===== src/rtl/cpu_pkg.sv =====
// Shared CPU package: default widths, ALU control encodings and the
// control-field bubble used by the ID/EX stage.
package cpu_pkg;

  localparam int XLEN_DEF   = 32;
  localparam int REG_AW_DEF = 5;

  localparam logic [3:0] ALU_AND = 4'b0000;
  localparam logic [3:0] ALU_XOR = 4'b0001;
  localparam logic [3:0] ALU_SLL = 4'b0010;
  localparam logic [3:0] ALU_ADD = 4'b0011;
  localparam logic [3:0] ALU_SUB = 4'b0100;
  localparam logic [3:0] ALU_MUL = 4'b0101;
  localparam logic [3:0] ALU_SRA = 4'b0110;

  // Control bits travelling with an instruction into EX
  typedef struct packed {
    logic       valid;
    logic       reg_write;
    logic       mem_read;
    logic       mem_write;
    logic       use_imm;
    logic [3:0] alu_ctrl;
  } ex_ctrl_t;

  // A bubble is an all-zero control word: no writeback, no memory access
  localparam ex_ctrl_t CTRL_BUBBLE = '{
    valid:     1'b0,
    reg_write: 1'b0,
    mem_read:  1'b0,
    mem_write: 1'b0,
    use_imm:   1'b0,
    alu_ctrl:  ALU_AND
  };

endpackage


===== src/rtl/id_ex_stage_if.sv =====
// ID/EX stage bus: decoded ID fields, pipeline control, bypass sources in;
// ALU operands, EX control and hazard stall out.
interface id_ex_stage_if #(
  parameter int XLEN   = 32,
  parameter int REG_AW = 5
) ();
  logic              id_valid;
  logic [REG_AW-1:0] id_rs1, id_rs2, id_rd;
  logic [XLEN-1:0]   id_rs1_data, id_rs2_data, id_imm;
  logic              id_use_imm;
  logic [3:0]        id_alu_ctrl;
  logic              id_reg_write, id_mem_read, id_mem_write;
  logic              flush, hold;
  logic [REG_AW-1:0] mem_rd;
  logic              mem_reg_write;
  logic [XLEN-1:0]   mem_fwd_data;
  logic [REG_AW-1:0] wb_rd;
  logic              wb_reg_write;
  logic [XLEN-1:0]   wb_fwd_data;
  logic [XLEN-1:0]   ex_a, ex_b, ex_store_data;
  logic [3:0]        ex_alu_ctrl;
  logic [REG_AW-1:0] ex_rd;
  logic              ex_valid, ex_reg_write, ex_mem_read, ex_mem_write;
  logic              hazard_stall;

  // Upstream / surrounding pipeline side
  modport master (
    output id_valid, id_rs1, id_rs2, id_rd, id_rs1_data, id_rs2_data, id_imm,
           id_use_imm, id_alu_ctrl, id_reg_write, id_mem_read, id_mem_write,
           flush, hold, mem_rd, mem_reg_write, mem_fwd_data,
           wb_rd, wb_reg_write, wb_fwd_data,
    input  ex_a, ex_b, ex_store_data, ex_alu_ctrl, ex_rd, ex_valid,
           ex_reg_write, ex_mem_read, ex_mem_write, hazard_stall
  );

  // The ID/EX stage itself
  modport slave (
    input  id_valid, id_rs1, id_rs2, id_rd, id_rs1_data, id_rs2_data, id_imm,
           id_use_imm, id_alu_ctrl, id_reg_write, id_mem_read, id_mem_write,
           flush, hold, mem_rd, mem_reg_write, mem_fwd_data,
           wb_rd, wb_reg_write, wb_fwd_data,
    output ex_a, ex_b, ex_store_data, ex_alu_ctrl, ex_rd, ex_valid,
           ex_reg_write, ex_mem_read, ex_mem_write, hazard_stall
  );
endinterface


===== src/rtl/fwd_unit.sv =====
// Per-operand bypass select. The nearer producer (EX/MEM) wins over
// MEM/WB; x0 is never bypassed since it is hardwired to zero.
module fwd_unit #(
  parameter int XLEN   = 32,
  parameter int REG_AW = 5
) (
  input  logic [REG_AW-1:0] rs,
  input  logic [XLEN-1:0]   reg_data,
  input  logic [REG_AW-1:0] mem_rd,
  input  logic              mem_reg_write,
  input  logic [XLEN-1:0]   mem_data,
  input  logic [REG_AW-1:0] wb_rd,
  input  logic              wb_reg_write,
  input  logic [XLEN-1:0]   wb_data,
  output logic [XLEN-1:0]   data
);

  // Priority mux: x0, then MEM, then WB, then register data
  always_comb begin
    data = reg_data;
    if (rs == '0)                             data = reg_data;
    else if (mem_reg_write && mem_rd == rs)   data = mem_data;
    else if (wb_reg_write && wb_rd == rs)     data = wb_data;
  end

endmodule


===== src/rtl/id_ex_stage.sv =====
// ID/EX pipeline register with EX operand bypass and hazard detection.
// FORWARDING_EN: when defined, bypass muxes feed the ALU and only load-use
// stalls; when undefined, operands come straight from register data and any
// RAW on an in-flight (EX or MEM) writer stalls ID.
module id_ex_stage
  import cpu_pkg::*;
#(
  parameter int XLEN   = XLEN_DEF,
  parameter int REG_AW = REG_AW_DEF
) (
  input logic         clk,
  input logic         rst,
  id_ex_stage_if.slave bus
);

  ex_ctrl_t          ctrl_q;
  logic [REG_AW-1:0] rs1_q, rs2_q, rd_q;
  logic [XLEN-1:0]   rs1_data_q, rs2_data_q, imm_q;
  logic [XLEN-1:0]   rs1_byp, rs2_byp;
  logic              load_use, raw_hit, stall;
  logic              kill;

  // Load-use: the load's data is not ready until it leaves MEM
  always_comb begin
    load_use = bus.id_valid && ctrl_q.valid && ctrl_q.mem_read && (rd_q != '0) &&
               ((rd_q == bus.id_rs1) || (rd_q == bus.id_rs2));
  end

`ifdef FORWARDING_EN
  assign raw_hit = 1'b0;

  fwd_unit #(.XLEN(XLEN), .REG_AW(REG_AW)) u_fwd_rs1 (
    .rs(rs1_q), .reg_data(rs1_data_q),
    .mem_rd(bus.mem_rd), .mem_reg_write(bus.mem_reg_write), .mem_data(bus.mem_fwd_data),
    .wb_rd(bus.wb_rd), .wb_reg_write(bus.wb_reg_write), .wb_data(bus.wb_fwd_data),
    .data(rs1_byp)
  );

  fwd_unit #(.XLEN(XLEN), .REG_AW(REG_AW)) u_fwd_rs2 (
    .rs(rs2_q), .reg_data(rs2_data_q),
    .mem_rd(bus.mem_rd), .mem_reg_write(bus.mem_reg_write), .mem_data(bus.mem_fwd_data),
    .wb_rd(bus.wb_rd), .wb_reg_write(bus.wb_reg_write), .wb_data(bus.wb_fwd_data),
    .data(rs2_byp)
  );
`else
  logic unused_fwd;
  assign unused_fwd = ^{bus.mem_fwd_data, bus.wb_fwd_data, bus.wb_rd, bus.wb_reg_write};

  assign rs1_byp = rs1_data_q;
  assign rs2_byp = rs2_data_q;

  // Without bypass, any nonzero source written by EX or MEM must wait;
  // WB writes land in the register file before ID reads it.
  always_comb begin
    raw_hit = 1'b0;
    if (bus.id_valid) begin
      if (bus.id_rs1 != '0 &&
          ((ctrl_q.valid && ctrl_q.reg_write && rd_q == bus.id_rs1) ||
           (bus.mem_reg_write && bus.mem_rd == bus.id_rs1)))
        raw_hit = 1'b1;
      if (bus.id_rs2 != '0 &&
          ((ctrl_q.valid && ctrl_q.reg_write && rd_q == bus.id_rs2) ||
           (bus.mem_reg_write && bus.mem_rd == bus.id_rs2)))
        raw_hit = 1'b1;
    end
  end
`endif

  assign stall = load_use || raw_hit;

  // A flush always wins; a stall only injects a bubble if the stage advances
  assign kill = bus.flush || (!bus.hold && stall);

  // ID/EX register: bubbles clear every field so all EX outputs read zero
  always_ff @(posedge clk or posedge rst) begin
    if (rst) begin
      ctrl_q     <= CTRL_BUBBLE;
      rs1_q      <= '0;
      rs2_q      <= '0;
      rd_q       <= '0;
      rs1_data_q <= '0;
      rs2_data_q <= '0;
      imm_q      <= '0;
    end else if (kill) begin
      ctrl_q     <= CTRL_BUBBLE;
      rs1_q      <= '0;
      rs2_q      <= '0;
      rd_q       <= '0;
      rs1_data_q <= '0;
      rs2_data_q <= '0;
      imm_q      <= '0;
    end else if (!bus.hold) begin
      ctrl_q.valid     <= bus.id_valid;
      ctrl_q.reg_write <= bus.id_reg_write;
      ctrl_q.mem_read  <= bus.id_mem_read;
      ctrl_q.mem_write <= bus.id_mem_write;
      ctrl_q.use_imm   <= bus.id_use_imm;
      ctrl_q.alu_ctrl  <= bus.id_alu_ctrl;
      rs1_q            <= bus.id_rs1;
      rs2_q            <= bus.id_rs2;
      rd_q             <= bus.id_rd;
      rs1_data_q       <= bus.id_rs1_data;
      rs2_data_q       <= bus.id_rs2_data;
      imm_q            <= bus.id_imm;
    end
  end

  assign bus.ex_a          = rs1_byp;
  assign bus.ex_b          = ctrl_q.use_imm ? imm_q : rs2_byp;
  assign bus.ex_store_data = rs2_byp;
  assign bus.ex_alu_ctrl   = ctrl_q.alu_ctrl;
  assign bus.ex_rd         = rd_q;
  assign bus.ex_valid      = ctrl_q.valid;
  assign bus.ex_reg_write  = ctrl_q.reg_write;
  assign bus.ex_mem_read   = ctrl_q.mem_read;
  assign bus.ex_mem_write  = ctrl_q.mem_write;
  assign bus.hazard_stall  = stall;

endmodule

===== src/flat_wrapper.sv =====
// flat-port wrapper written by rule: the top's interface ports become plain ports
module id_ex_stage_flat import cpu_pkg::*;
#(
  parameter int XLEN   = XLEN_DEF,
  parameter int REG_AW = REG_AW_DEF
)
  (clk, rst, bus_id_valid, bus_id_rs1, bus_id_rs2, bus_id_rd, bus_id_rs1_data, bus_id_rs2_data, bus_id_imm, bus_id_use_imm, bus_id_alu_ctrl, bus_id_reg_write, bus_id_mem_read, bus_id_mem_write, bus_flush, bus_hold, bus_mem_rd, bus_mem_reg_write, bus_mem_fwd_data, bus_wb_rd, bus_wb_reg_write, bus_wb_fwd_data, bus_ex_a, bus_ex_b, bus_ex_store_data, bus_ex_alu_ctrl, bus_ex_rd, bus_ex_valid, bus_ex_reg_write, bus_ex_mem_read, bus_ex_mem_write, bus_hazard_stall);
  id_ex_stage_if #(.XLEN(XLEN), .REG_AW(REG_AW)) bus_i ();
  input logic clk;
  input logic rst;
  input wire logic [$bits(bus_i.id_valid)-1:0] bus_id_valid;
  input wire logic [$bits(bus_i.id_rs1)-1:0] bus_id_rs1;
  input wire logic [$bits(bus_i.id_rs2)-1:0] bus_id_rs2;
  input wire logic [$bits(bus_i.id_rd)-1:0] bus_id_rd;
  input wire logic [$bits(bus_i.id_rs1_data)-1:0] bus_id_rs1_data;
  input wire logic [$bits(bus_i.id_rs2_data)-1:0] bus_id_rs2_data;
  input wire logic [$bits(bus_i.id_imm)-1:0] bus_id_imm;
  input wire logic [$bits(bus_i.id_use_imm)-1:0] bus_id_use_imm;
  input wire logic [$bits(bus_i.id_alu_ctrl)-1:0] bus_id_alu_ctrl;
  input wire logic [$bits(bus_i.id_reg_write)-1:0] bus_id_reg_write;
  input wire logic [$bits(bus_i.id_mem_read)-1:0] bus_id_mem_read;
  input wire logic [$bits(bus_i.id_mem_write)-1:0] bus_id_mem_write;
  input wire logic [$bits(bus_i.flush)-1:0] bus_flush;
  input wire logic [$bits(bus_i.hold)-1:0] bus_hold;
  input wire logic [$bits(bus_i.mem_rd)-1:0] bus_mem_rd;
  input wire logic [$bits(bus_i.mem_reg_write)-1:0] bus_mem_reg_write;
  input wire logic [$bits(bus_i.mem_fwd_data)-1:0] bus_mem_fwd_data;
  input wire logic [$bits(bus_i.wb_rd)-1:0] bus_wb_rd;
  input wire logic [$bits(bus_i.wb_reg_write)-1:0] bus_wb_reg_write;
  input wire logic [$bits(bus_i.wb_fwd_data)-1:0] bus_wb_fwd_data;
  output wire logic [$bits(bus_i.ex_a)-1:0] bus_ex_a;
  output wire logic [$bits(bus_i.ex_b)-1:0] bus_ex_b;
  output wire logic [$bits(bus_i.ex_store_data)-1:0] bus_ex_store_data;
  output wire logic [$bits(bus_i.ex_alu_ctrl)-1:0] bus_ex_alu_ctrl;
  output wire logic [$bits(bus_i.ex_rd)-1:0] bus_ex_rd;
  output wire logic [$bits(bus_i.ex_valid)-1:0] bus_ex_valid;
  output wire logic [$bits(bus_i.ex_reg_write)-1:0] bus_ex_reg_write;
  output wire logic [$bits(bus_i.ex_mem_read)-1:0] bus_ex_mem_read;
  output wire logic [$bits(bus_i.ex_mem_write)-1:0] bus_ex_mem_write;
  output wire logic [$bits(bus_i.hazard_stall)-1:0] bus_hazard_stall;
  assign bus_i.id_valid = bus_id_valid;
  assign bus_i.id_rs1 = bus_id_rs1;
  assign bus_i.id_rs2 = bus_id_rs2;
  assign bus_i.id_rd = bus_id_rd;
  assign bus_i.id_rs1_data = bus_id_rs1_data;
  assign bus_i.id_rs2_data = bus_id_rs2_data;
  assign bus_i.id_imm = bus_id_imm;
  assign bus_i.id_use_imm = bus_id_use_imm;
  assign bus_i.id_alu_ctrl = bus_id_alu_ctrl;
  assign bus_i.id_reg_write = bus_id_reg_write;
  assign bus_i.id_mem_read = bus_id_mem_read;
  assign bus_i.id_mem_write = bus_id_mem_write;
  assign bus_i.flush = bus_flush;
  assign bus_i.hold = bus_hold;
  assign bus_i.mem_rd = bus_mem_rd;
  assign bus_i.mem_reg_write = bus_mem_reg_write;
  assign bus_i.mem_fwd_data = bus_mem_fwd_data;
  assign bus_i.wb_rd = bus_wb_rd;
  assign bus_i.wb_reg_write = bus_wb_reg_write;
  assign bus_i.wb_fwd_data = bus_wb_fwd_data;
  assign bus_ex_a = bus_i.ex_a;
  assign bus_ex_b = bus_i.ex_b;
  assign bus_ex_store_data = bus_i.ex_store_data;
  assign bus_ex_alu_ctrl = bus_i.ex_alu_ctrl;
  assign bus_ex_rd = bus_i.ex_rd;
  assign bus_ex_valid = bus_i.ex_valid;
  assign bus_ex_reg_write = bus_i.ex_reg_write;
  assign bus_ex_mem_read = bus_i.ex_mem_read;
  assign bus_ex_mem_write = bus_i.ex_mem_write;
  assign bus_hazard_stall = bus_i.hazard_stall;
  id_ex_stage #(.XLEN(XLEN), .REG_AW(REG_AW)) u_core (.clk(clk), .rst(rst), .bus(bus_i));
endmodule

===== config.mk =====
export PLATFORM = sky130hd
export DESIGN_NAME = id_ex_stage_flat
export DESIGN_NICKNAME = d
export VERILOG_FILES = /design/src/rtl/cpu_pkg.sv /design/src/rtl/id_ex_stage_if.sv /design/src/rtl/fwd_unit.sv /design/src/rtl/id_ex_stage.sv /design/src/flat_wrapper.sv
export SDC_FILE = /design/constraint.sdc
export NUM_CORES = 1
export LEC_CHECK = 0
export BUFFER_PORTS_ARGS = -buffer_cell sky130_fd_sc_hd__buf_2
export CORE_AREA = 2 2 119 121
export CTS_BUF_LIST = sky130_fd_sc_hd__clkbuf_16
export DETAILED_ROUTE_END_ITERATION = 16
export DIE_AREA = 0 0 121 123
export PLACE_DENSITY = 0.69
export SLEW_MARGIN = 15
export SYNTH_ARGS = -nofsm -noshare
export SYNTH_HDL_FRONTEND = slang
export SYNTH_SLANG_ARGS = --single-unit

===== constraint.sdc =====
create_clock -name clk -period 4.35 [get_ports clk]
set_input_delay 0.435 -clock clk [delete_from_list [all_inputs] [get_ports clk]]
set_output_delay 0.435 -clock clk [all_outputs]
set_load 0.02 [all_outputs]

==> results of run 1 <==
==> through the flow <==
stage	setup WS, ns	hold WS (ns)	util, %	instances
global route	1.29	0.266	45.1	734
floorplan	1.01	0.467	-	326
global placement	1.56	0.482	43.3	719
CTS	1.45	0.234	45.1	734
detailed placement	1.39	0.485	43.3	719
finish	1.43	0.195	45.1	734
==> power breakdown <==
group / total, uW / internal [uW] / switching (uW)
Sequential: 1160 / 1100 / 56.7
Clock: 740 / 380 / 360
Combinational: 493 / 209 / 283
==> worst register-to-register path, delay by kind of cell, from the launching register on <==
kind | cells | cell delay (ns)
compound gates | 4 | 1.27
buf+inv | 1 | 0.62
flops | 1 | 0.44
simple gates | 1 | 0.54
==> per-layer routing <==
layer	track usage (%)	wire length (um)	share of wire [%]	up-vias
met5	0	0	0	-
met4	7.19	248	2.0	0
met3	4.38	829	6.8	19
met2	25.5	5930	49	146
met1	21.1	5170	42	1855
li1	-	-	-	1700
==> cell type report <==
class / instances / area, um^2
tap: 180 / 225
multi-input combinational: 183 / 1660
sequential: 110 / 2750
clock buffer: 9 / 225
inverter: 1 / 6.26
fill: 1278 / 7470
clock inverter: 6 / 30.0
timing repair buffer: 245 / 1240
==> cells in the final DEF (no fill, tap or decap), types with 2 or more instances in the layout <==
cell type | Yosys | layout
a22o_1 | 110 | 110
buf_2 | 10 | 239
buf_4 | 5 | 6
clkbuf_16 | 0 | 9
clkinv_1 | 0 | 2
clkinv_2 | 0 | 2
dfrtp_1 | 110 | 110
mux2_2 | 32 | 32
nand3_1 | 2 | 2
nand4_1 | 2 | 2
o211ai_1 | 5 | 5
or4_1 | 3 | 3
xnor2_1 | 16 | 16
xor2_1 | 4 | 4
==> registers in the layout, summed over array words and instances, names as in the netlist, 4 cells and up <==
signal and count:
u_core.bus.ex_a 32, u_core.bus.ex_rd 5, u_core.imm_q 32, u_core.bus.ex_alu_ctrl 4, u_core.bus.ex_store_data 32
==> worst min-delay path by stage <==
| stage | startpoint | endpoint | slack [ns] | cells after the start |
|---|---|---|---|---|
| after floorplan | u_core.imm_q[0] | u_core.imm_q[0] | 0.47 | 1 |
| after global placement | u_core.imm_q[22] | u_core.imm_q[22] | 0.48 | 1 |
| after detailed placement | u_core.imm_q[13] | u_core.imm_q[13] | 0.48 | 1 |
| after CTS | rst | u_core.bus.ex_a[15] | 0.23 | 2 |
| after global routing | rst | u_core.bus.ex_a[15] | 0.27 | 2 |
| final | rst | u_core.bus.ex_a[15] | 0.19 | 2 |
==> cell families after synthesis <==
group                     count (synthesis)  share of synthesized area [%]
AOI/OAI and AO/OA                       120                           22.8
muxes                                    32                           7.90
buffers and inverters                    33                           3.56
DFF                                     110                           60.3
xor gates and xnor gates                 20                           3.84
and+or+nand+nor                          11                           1.54
==> results.json, run 1 <==
{
  "cts.clk_slew.worst_paths_ns": 0.07,
  "critPathLaunchType": "flip-flop",
  "cts_tree": "done",
  "ctsHoldBuffers": 0,
  "drtPass1Iterations": 4,
  "synth_area_leaders": "dfrtp_1 60%, a22o_1 21%, mux2_2 7.9%",
  "synthFlopType": "dfrtp_1",
  "cts_setup_buffers": 0,
  "detailed_place.area_mm2": 0.00589,
  "rsz0062_at_grt": "no",
  "hpwl_um": 8670,
  "crit_chain": "or4_1, o211ai_1, a2111oi_0, o41ai_2, buf_4, a22o_1",
  "ys_seq_area_share_pct": 60.3,
  "post_cts_resized": 0,
  "layout_worst_path_cycle_share_pct": 67.2,
  "die_x_um": 121,
  "powerDensity_mw_per_mm2": 389,
  "start_util_pct": 33.5,
  "grt_pass1_vias": 3746,
  "routed_wl_um": 12200,
  "cts.htree.levels": 3,
  "synth.top_cell.area_share_pct": 60.3,
  "post_synth_num_cell_types": 22,
  "syn_nets": 526,
  "synth_common_cells": "110 x a22o_1, 110 x dfrtp_1, 32 x mux2_2, 16 x clkbuf_1, 16 x xnor2_1",
  "drtAntennaViolNets": 0,
  "fin_area_mm2": 0.00614,
  "path_depth": 6,
  "die-height_um": 123,
  "crit_buf_inv": 1,
  "worstSetupPathType": "flip-flop to flip-flop",
  "outcome": "completed",
  "grt.overflow.total": 0,
  "async_flop_share_pct": 100,
  "numPortBuffers": 239,
  "drtIter0Drc": 190,
  "r2r_end": "u_core.bus.ex_store_data[20]",
  "fin_skew_ns": 0.0107,
  "routedWlPerCell_um": 16.6,
  "nNetsFinal": 750,
  "yosys_warnings": 0,
  "arrival_ns": 3.20,
  "hold_viol_final": 0,
  "finalCriticalPeriod_ns": 2.92,
  "gp_congestion": 0.872,
  "core-area_mm2": 0.0136,
  "drv_cap": 0,
  "leakage_uw": 0.00333,
  "cts.sinks": 110,
  "grt_max_degree": 66,
  "required_ns": 4.62,
  "setup_viol_count_final": 0,
  "dieArea_mm2": 0.0149,
  "netlist_area_mm2": 0.00456,
  "ys_ff_latch": 110,
  "drive_gt1_share_pct": 52.9,
  "slew_viol_final": 0,
  "r2r_setup_slack_ns": 1.43,
  "synth_area_per_cell_um2": 14.0,
  "area_growth_pct": 34.7,
  "crit_family": "compound AO/OA/AOI/OAI gates",
  "setup.worst_path.start": "u_core.bus.ex_rd[0]",
  "worstSetupEndpointType": "flip-flop",
  "cts_buffer_depth": 2,
  "rows": 43,
  "r2r_cells": 6,
  "grt_usage_pct": 16.2,
  "max_stage_delay_ns": 0.62,
  "ir_worst_vdd_v": 0.000185,
  "synth_top_area_cell": "dfrtp_1",
  "setup-tns-final_ns": 0,
  "numCtsBuffers": 9,
  "drcViolationCount": 0,
  "slowest_stage": "buf_4",
  "cts_root_buf": "clkbuf_16",
  "via_per_inst": 5.07,
  "synth_edf_count": 0,
  "cp_max_fo": 65,
  "synth_cells": 326,
  "grt_first_pass_wirelength_um": 19000,
  "total_power_uw": 2390,
  "grt_antenna_before_repair": 0,
  "clock_latency_ns": 0.35,
  "num_vias": 3720,
  "ioPinCount": 310,
  "slew_headroom_pct": 24.2,
  "antenna_cells": 0,
  "reg2reg_from": "u_core.bus.ex_rd[0]",
  "endpoint": "u_core.bus.ex_store_data[20]",
  "fmax_mhz": 342,
  "worst_pin_slew_ns": 1.11,
  "hp-class": "input port to asynchronous set/reset pin"
}
Power figures use the tool's default switching activity.
==> run 2: changes to the inputs <==
--- a/config.mk
+++ b/config.mk
@@ -5,12 +5,13 @@
 export SDC_FILE = /design/constraint.sdc
 export NUM_CORES = 1
 export LEC_CHECK = 0
+export ABC_AREA = 1
 export BUFFER_PORTS_ARGS = -buffer_cell sky130_fd_sc_hd__buf_2
-export CORE_AREA = 2 2 119 121
+export CORE_MARGIN = 2
+export CORE_UTILIZATION = 41
 export CTS_BUF_LIST = sky130_fd_sc_hd__clkbuf_16
 export DETAILED_ROUTE_END_ITERATION = 16
-export DIE_AREA = 0 0 121 123
-export PLACE_DENSITY = 0.69
+export PLACE_DENSITY = 0.79
 export SLEW_MARGIN = 15
 export SYNTH_ARGS = -nofsm -noshare
 export SYNTH_HDL_FRONTEND = slang
==> constraint.sdc (replaced) <==
create_clock -name clk -period 2.5 [get_ports clk]
set_input_delay 0.25 -clock clk [delete_from_list [all_inputs] [get_ports clk]]
set_output_delay 0.25 -clock clk [all_outputs]
set_load 0.02 [all_outputs]
==> results.json, run 2 <==
{
  "leakage_uw": 0.00431,
  "path_common_cell": "nand2_1",
  "clock_latency_ns": 0.35,
  "numPortBuffers": 239,
  "holdWs_ns": -0.00699,
  "final_cell_mix": "239 x buf_2, 193 x nand2_1, 121 x nor2_1",
  "grt_max_degree": 67,
  "cp_max_fo": 19,
  "drtIter0Drc": 251,
  "layout_worst_path_cycle_share_pct": 85.8,
  "syn_nets": 955,
  "layout_commonest_cell": "buf_2",
  "ioPinCount": 310,
  "setup-tns-final_ns": 0,
  "cts_root_buf": "clkbuf_16",
  "die-height_um": 122,
  "dieArea_mm2": 0.0149,
  "hpwl_um": 11400,
  "slowest_stage": "dfrtp_1",
  "hold_viol_final": 3,
  "drv_cap": 0,
  "ir_worst_vdd_v": 0.000274,
  "fin_skew_ns": 0.00691,
  "crit_buf_inv": 2,
  "gp_congestion": 0.869,
  "post_cts_resized": 0,
  "num_vias": 5520,
  "synth_edf_count": 0,
  "powerDensity_mw_per_mm2": 569,
  "core-area_mm2": 0.0137,
  "ys_ff_latch": 110,
  "synth_area_per_cell_um2": 7.56,
  "violations": "negative hold slack",
  "worst_pin_slew_ns": 0.641,
  "grt_antenna_before_repair": 0,
  "synth_cells": 755,
  "fillerInstances": 1294,
  "synthMostInstantiatedCell": "nand2_1",
  "outcome": "complete, but fails checks",
  "critPathLaunchType": "flip-flop",
  "p_int_uw": 2980,
  "grt_first_pass_wirelength_um": 24600,
  "cts_buffer_depth": 2,
  "grt_usage_pct": 20.9,
  "synth_area_leaders": "dfrtp_1 48%, nand2_1 13%, nor2_1 8.0%",
  "slew_viol_final": 0,
  "via_per_inst": 4.75,
  "layout_setup_ws_ns": 0.356,
  "drtPass1Iterations": 5,
  "synthFlopType": "dfrtp_1",
  "routed_wl_um": 15700,
  "routedWlPerCell_um": 13.5,
  "cts_tree": "done",
  "rows": 43,
  "rsz0062_at_grt": "no",
  "crit_family": "simple AND/OR/NAND/NOR gates",
  "synth.top_cell.area_share_pct": 48.2,
  "power_frac_seq_pct": 46.4,
  "p_sw_share_pct": 29.7,
  "crit_chain": "inv_1, nand2_1, nand2_1, nor2_1, nand3_1, nand2_1, nand3_4, nand2_1, buf_2",
  "required_ns": 2.25,
  "ctsHoldBuffers": 0,
  "cts.htree.levels": 3,
  "drive_gt1_share_pct": 29.0,
  "grt.overflow.total": 0,
  "drtAntennaViolNets": 0,
  "pre_cts_ws_ns": 0.551,
  "arrival_ns": 1.89,
  "netlist_area_mm2": 0.00571,
  "antenna_cells": 0,
  "max_stage_delay_ns": 0.42,
  "synth_common_cells": "195 x nand2_1, 121 x nor2_1, 110 x dfrtp_1, 104 x inv_1, 57 x o21ai_0",
  "p_comb_share_pct": 20.1,
  "hp-class": "input port to asynchronous set/reset pin",
  "fmax_mhz": 466,
  "async_flop_share_pct": 100,
  "worstSetupEndpointType": "output port",
  "grt_pass1_vias": 5120,
  "worstSetupPathType": "flip-flop to output port",
  "finalCriticalPeriod_ns": 2.14,
  "yosys_warnings": 0,
  "drcViolationCount": 0,
  "pwr-share-clk_pct": 33.5,
  "nNetsFinal": 1176,
  "cts.clk_slew.worst_paths_ns": 0.07,
  "numCtsBuffers": 9,
  "cts_setup_buffers": 0,
  "start_util_pct": 41.6,
  "switching_power_uw": 1260,
  "post_synth_num_cell_types": 24,
  "setup_viol_count_final": 0,
  "area_growth_pct": 30.5,
  "die_x_um": 122,
  "ys_seq_area_share_pct": 48.2,
  "cts.sinks": 110,
  "synth_top_area_cell": "dfrtp_1",
  "slew_headroom_pct": 57.2
}
## run 2: cell types whose count changed after synthesis, sizes merged, moves of 7 or more
cell / before / now
nor2: 0 / 122
nand4: 2 / 45
buf: 16 / 23
clkbuf: 16 / 26
mux2i: 0 / 35
nand3: 2 / 11
mux2: 32 / 1
xnor2: 16 / 2
nand2: 0 / 195
o21ai: 0 / 64
inv: 1 / 109
a22o: 110 / 0
## run 2: logic make-up (layout without fill, tap and decap cells)
| logic type | count (synthesis) | after routing | synth area share (%) |
|---|---|---|---|
| AND/OR/NAND/NOR | 379 | 379 | 27.4 |
| multiplexers | 36 | 36 | 6.34 |
| XOR/XNOR | 3 | 3 | 0.461 |
| flip-flops | 110 | 110 | 48.2 |
| AO/OA/AOI/OAI | 68 | 68 | 5.99 |
| buffers and inverters | 159 | 385 | 11.5 |
## run 2: final cells by class
| cell class | count | area [um^2] | share of cell area, % |
|---|---|---|---|
| repair buffers | 259 | 1450 | 19.4 |
| flip-flops and latches | 110 | 2750 | 37.0 |
| multi-input cells | 486 | 2310 | 31.1 |
| clock inverters | 7 | 65.1 | 0.874 |
| inverters | 110 | 417 | 5.60 |
| clock buffers | 9 | 225 | 3.03 |
| well taps | 180 | 225 | 3.03 |
## run 2: layer usage
metal	track usage, %	wire length, um	vias to the layer above
met5	0	0	-
met4	6.39	257	0
met3	5.85	1280	23
met2	33.4	7260	202
met1	27.6	6880	2512
li1	-	-	2783
## run 2: final timing paths
path,startpoint,to,slack [ns],cells after the start
min reg2reg,u_core.bus.ex_alu_ctrl[3],u_core.bus.ex_alu_ctrl[3],0.48,2
max in group asynchronous,rst,u_core.bus.ex_a[26],2.05,3
max,u_core.bus.ex_rd[0],bus_hazard_stall,0.36,9
max reg2reg,u_core.bus.ex_rd[0],u_core.imm_q[21],0.67,12
min in group clk,bus_id_rs1_data[1],u_core.bus.ex_a[1],0.15,3
min,rst,u_core.bus.ex_store_data[12],-0.007,3
## run 2: tightest hold or removal path, cell delays in order
cell        delay, ns
buf_2            0.11
clkinvlp_4       0.08
buf_12           0.30
## run 2: per-stage QoR
step	cells	hold slack, ns	util [%]	cell area [um^2]	total power, uW
CTS	1161	0.0120	54.2	7430	4290
finish	1161	-0.00699	54.3	7440	4240
global placement	1145	0.387	52.1	7140	2840
detailed placement	1145	0.389	52.1	7140	2850
global route	1161	0.00931	54.3	7440	4460
floorplan	755	0.418	-	5710	2510
## run 2: power by group through the flow
stage          logic, uW  clock network, uW  registers (uW)
3_3_place_gp         846                  0            1990
2_1_floorplan        431                  0            2070
5_1_grt              943               1540            1980
3_5_place_dp         857                  0            2000
4_1_cts              859               1470            1970
6_report             851               1420            1970
==> run 3: changes to the inputs <==
--- a/config.mk
+++ b/config.mk
@@ -7,8 +7,10 @@
 export LEC_CHECK = 0
 export ABC_AREA = 1
 export BUFFER_PORTS_ARGS = -buffer_cell sky130_fd_sc_hd__buf_2
-export CORE_MARGIN = 2
-export CORE_UTILIZATION = 41
+export CELL_PAD_IN_SITES_DETAIL_PLACEMENT = 2
+export CELL_PAD_IN_SITES_GLOBAL_PLACEMENT = 2
+export CORE_MARGIN = 8
+export CORE_UTILIZATION = 21
 export CTS_BUF_LIST = sky130_fd_sc_hd__clkbuf_16
 export DETAILED_ROUTE_END_ITERATION = 16
 export PLACE_DENSITY = 0.79
==> results.json, run 3 (synthesized netlist as in run 2, its figures left out) <==
{
  "setup-tns-final_ns": 0,
  "numCtsBuffers": 9,
  "use_met1_pct": 16.3,
  "finalCriticalPeriod_ns": 2.26,
  "busiest_layer": "met2",
  "leakage_uw": 0.00431,
  "switching_power_uw": 1470,
  "num_vias": 5795,
  "p_int_uw": 2930,
  "nNetsFinal": 1174,
  "worstSetupPathType": "flip-flop to output port",
  "use_met3_pct": 5.62,
  "grt_first_pass_wirelength_um": 36500,
  "detailed_place.area_mm2": 0.00730,
  "cts_tree": "done",
  "fin_util_pct": 28.5,
  "ir_worst_vdd_v": 0.000396,
  "grtUsageMet2_pct": 23.3,
  "area_growth_pct": 34.1,
  "drv_cap": 0,
  "p_sw_share_pct": 33.4,
  "clock_latency_ns": 0.36,
  "layout_commonest_cell": "buf_2",
  "slew_viol_final": 0,
  "layout_worst_path_cycle_share_pct": 90.4,
  "fin_area_mm2": 0.00765,
  "die-height_um": 181,
  "ioPinCount": 310,
  "core-area_mm2": 0.0268,
  "drive_gt1_share_pct": 29.2,
  "hp-class": "input port to asynchronous set/reset pin",
  "grt_usage_pct": 13.8,
  "cts_buffer_depth": 2,
  "fmax_mhz": 442,
  "p_comb_share_pct": 20.3,
  "numPortBuffers": 239,
  "r2r_cells": 10,
  "routedWlPerCell_um": 17.2,
  "die_x_um": 181,
  "drtIter0Drc": 195,
  "ctsHoldBuffers": 0,
  "setup_viol_count_final": 0,
  "drcViolationCount": 0,
  "cts.sinks": 110,
  "power_frac_seq_pct": 44.7,
  "grt_pass1_vias": 6519,
  "required_ns": 2.25,
  "cp_max_fo": 9,
  "cts_root_buf": "clkbuf_16",
  "via_per_inst": 4.39,
  "hold_viol_final": 0,
  "rows": 60,
  "routed_wl_um": 22700,
  "drtPass1Iterations": 4,
  "outcome": "completed",
  "drtAntennaViolNets": 0,
  "rsz0062_at_grt": "no",
  "powerDensity_mw_per_mm2": 575,
  "worstSetupEndpointType": "output port",
  "final_cell_mix": "239 x buf_2, 193 x nand2_1, 121 x nor2_1",
  "fin_skew_ns": 0.0193,
  "grt_max_degree": 111,
  "gp_congestion": 0.742,
  "grt_antenna_before_repair": 3,
  "critPathLaunchType": "flip-flop",
  "hpwl_um": 17200,
  "grt.overflow.total": 0,
  "dieArea_mm2": 0.0327,
  "cts.clk_slew.worst_paths_ns": 0.10,
  "arrival_ns": 2.01,
  "start_util_pct": 21.3,
  "worst_pin_slew_ns": 0.633,
  "pwr-share-clk_pct": 35.1,
  "slew_headroom_pct": 57.8,
  "cts.htree.levels": 3
}
[run 3: metal layers]
| layer | wire (um) | vias up |
|---|---|---|
| li1 | - | 2774 |
| met1 | 9930 | 2841 |
| met2 | 10700 | 161 |
| met3 | 1890 | 15 |
| met4 | 230 | 4 |
| met5 | 22 | - |
[run 3: layout make-up]
type / instances / area (um^2)
multi-input cells: 486 / 2320
diodes: 1 / 2.50
repair buffers: 257 / 1420
clock inverters: 7 / 88.8
flip-flops and latches: 110 / 2750
clock buffers: 9 / 225
fillers: 3164 / 19200
well taps: 341 / 427
inverters: 110 / 417
[run 3: metrics by stage]
stage,setup slack [ns],cells,total power [uW],hold slack (ns)
final,0.239,1321,4400,0.0642
after floorplan,0.717,755,2510,0.418
after global routing,0.0201,1320,4660,0.129
after CTS,0.151,1317,4500,0.106
after global placement,0.294,1301,2880,0.460
after detailed placement,0.267,1301,2920,0.467
[run 3: critical path, stage by stage (launching register included)]
cell,delay [ns]
dfrtp_1,0.44
inv_1,0.11
nand2_1,0.07
nand2_1,0.05
nor2_1,0.19
nand4_1,0.11
nand2_1,0.08
nand2_1,0.07
nand2_1,0.08
nand2_2,0.17
nand2_1,0.10
buf_2,0.17
[run 3: path summary, 6_finish.rpt]
check                                    start             endpoint  slack, ns
max in group asynchronous                  rst     u_core.ctrl_q[4]       1.93
max                        u_core.bus.ex_rd[0]     bus_hazard_stall       0.24
min                                        rst  u_core.bus.ex_a[23]       0.06
max reg2reg                u_core.bus.ex_rd[2]  u_core.bus.ex_a[25]       0.35
min in group clk           bus_id_rs1_data[23]  u_core.bus.ex_a[23]       0.15
min reg2reg                    u_core.imm_q[2]      u_core.imm_q[2]       0.48
[run 3: power by group through the flow]
stage	Sequential (uW)	Clock, uW	Combinational, uW
after floorplan	2070	0	431
after global placement	1990	0	889
after detailed placement	2000	0	915
after CTS	1970	1610	919
after global routing	1980	1680	994
final	1960	1540	891
[run 3: timing repair]
action / 4_1_cts / 5_1_grt
pin swaps: 0 / 1
resized for setup: 1 / 1
buffers inserted: 0 / 3
setup endpoints to repair: 1 / 1
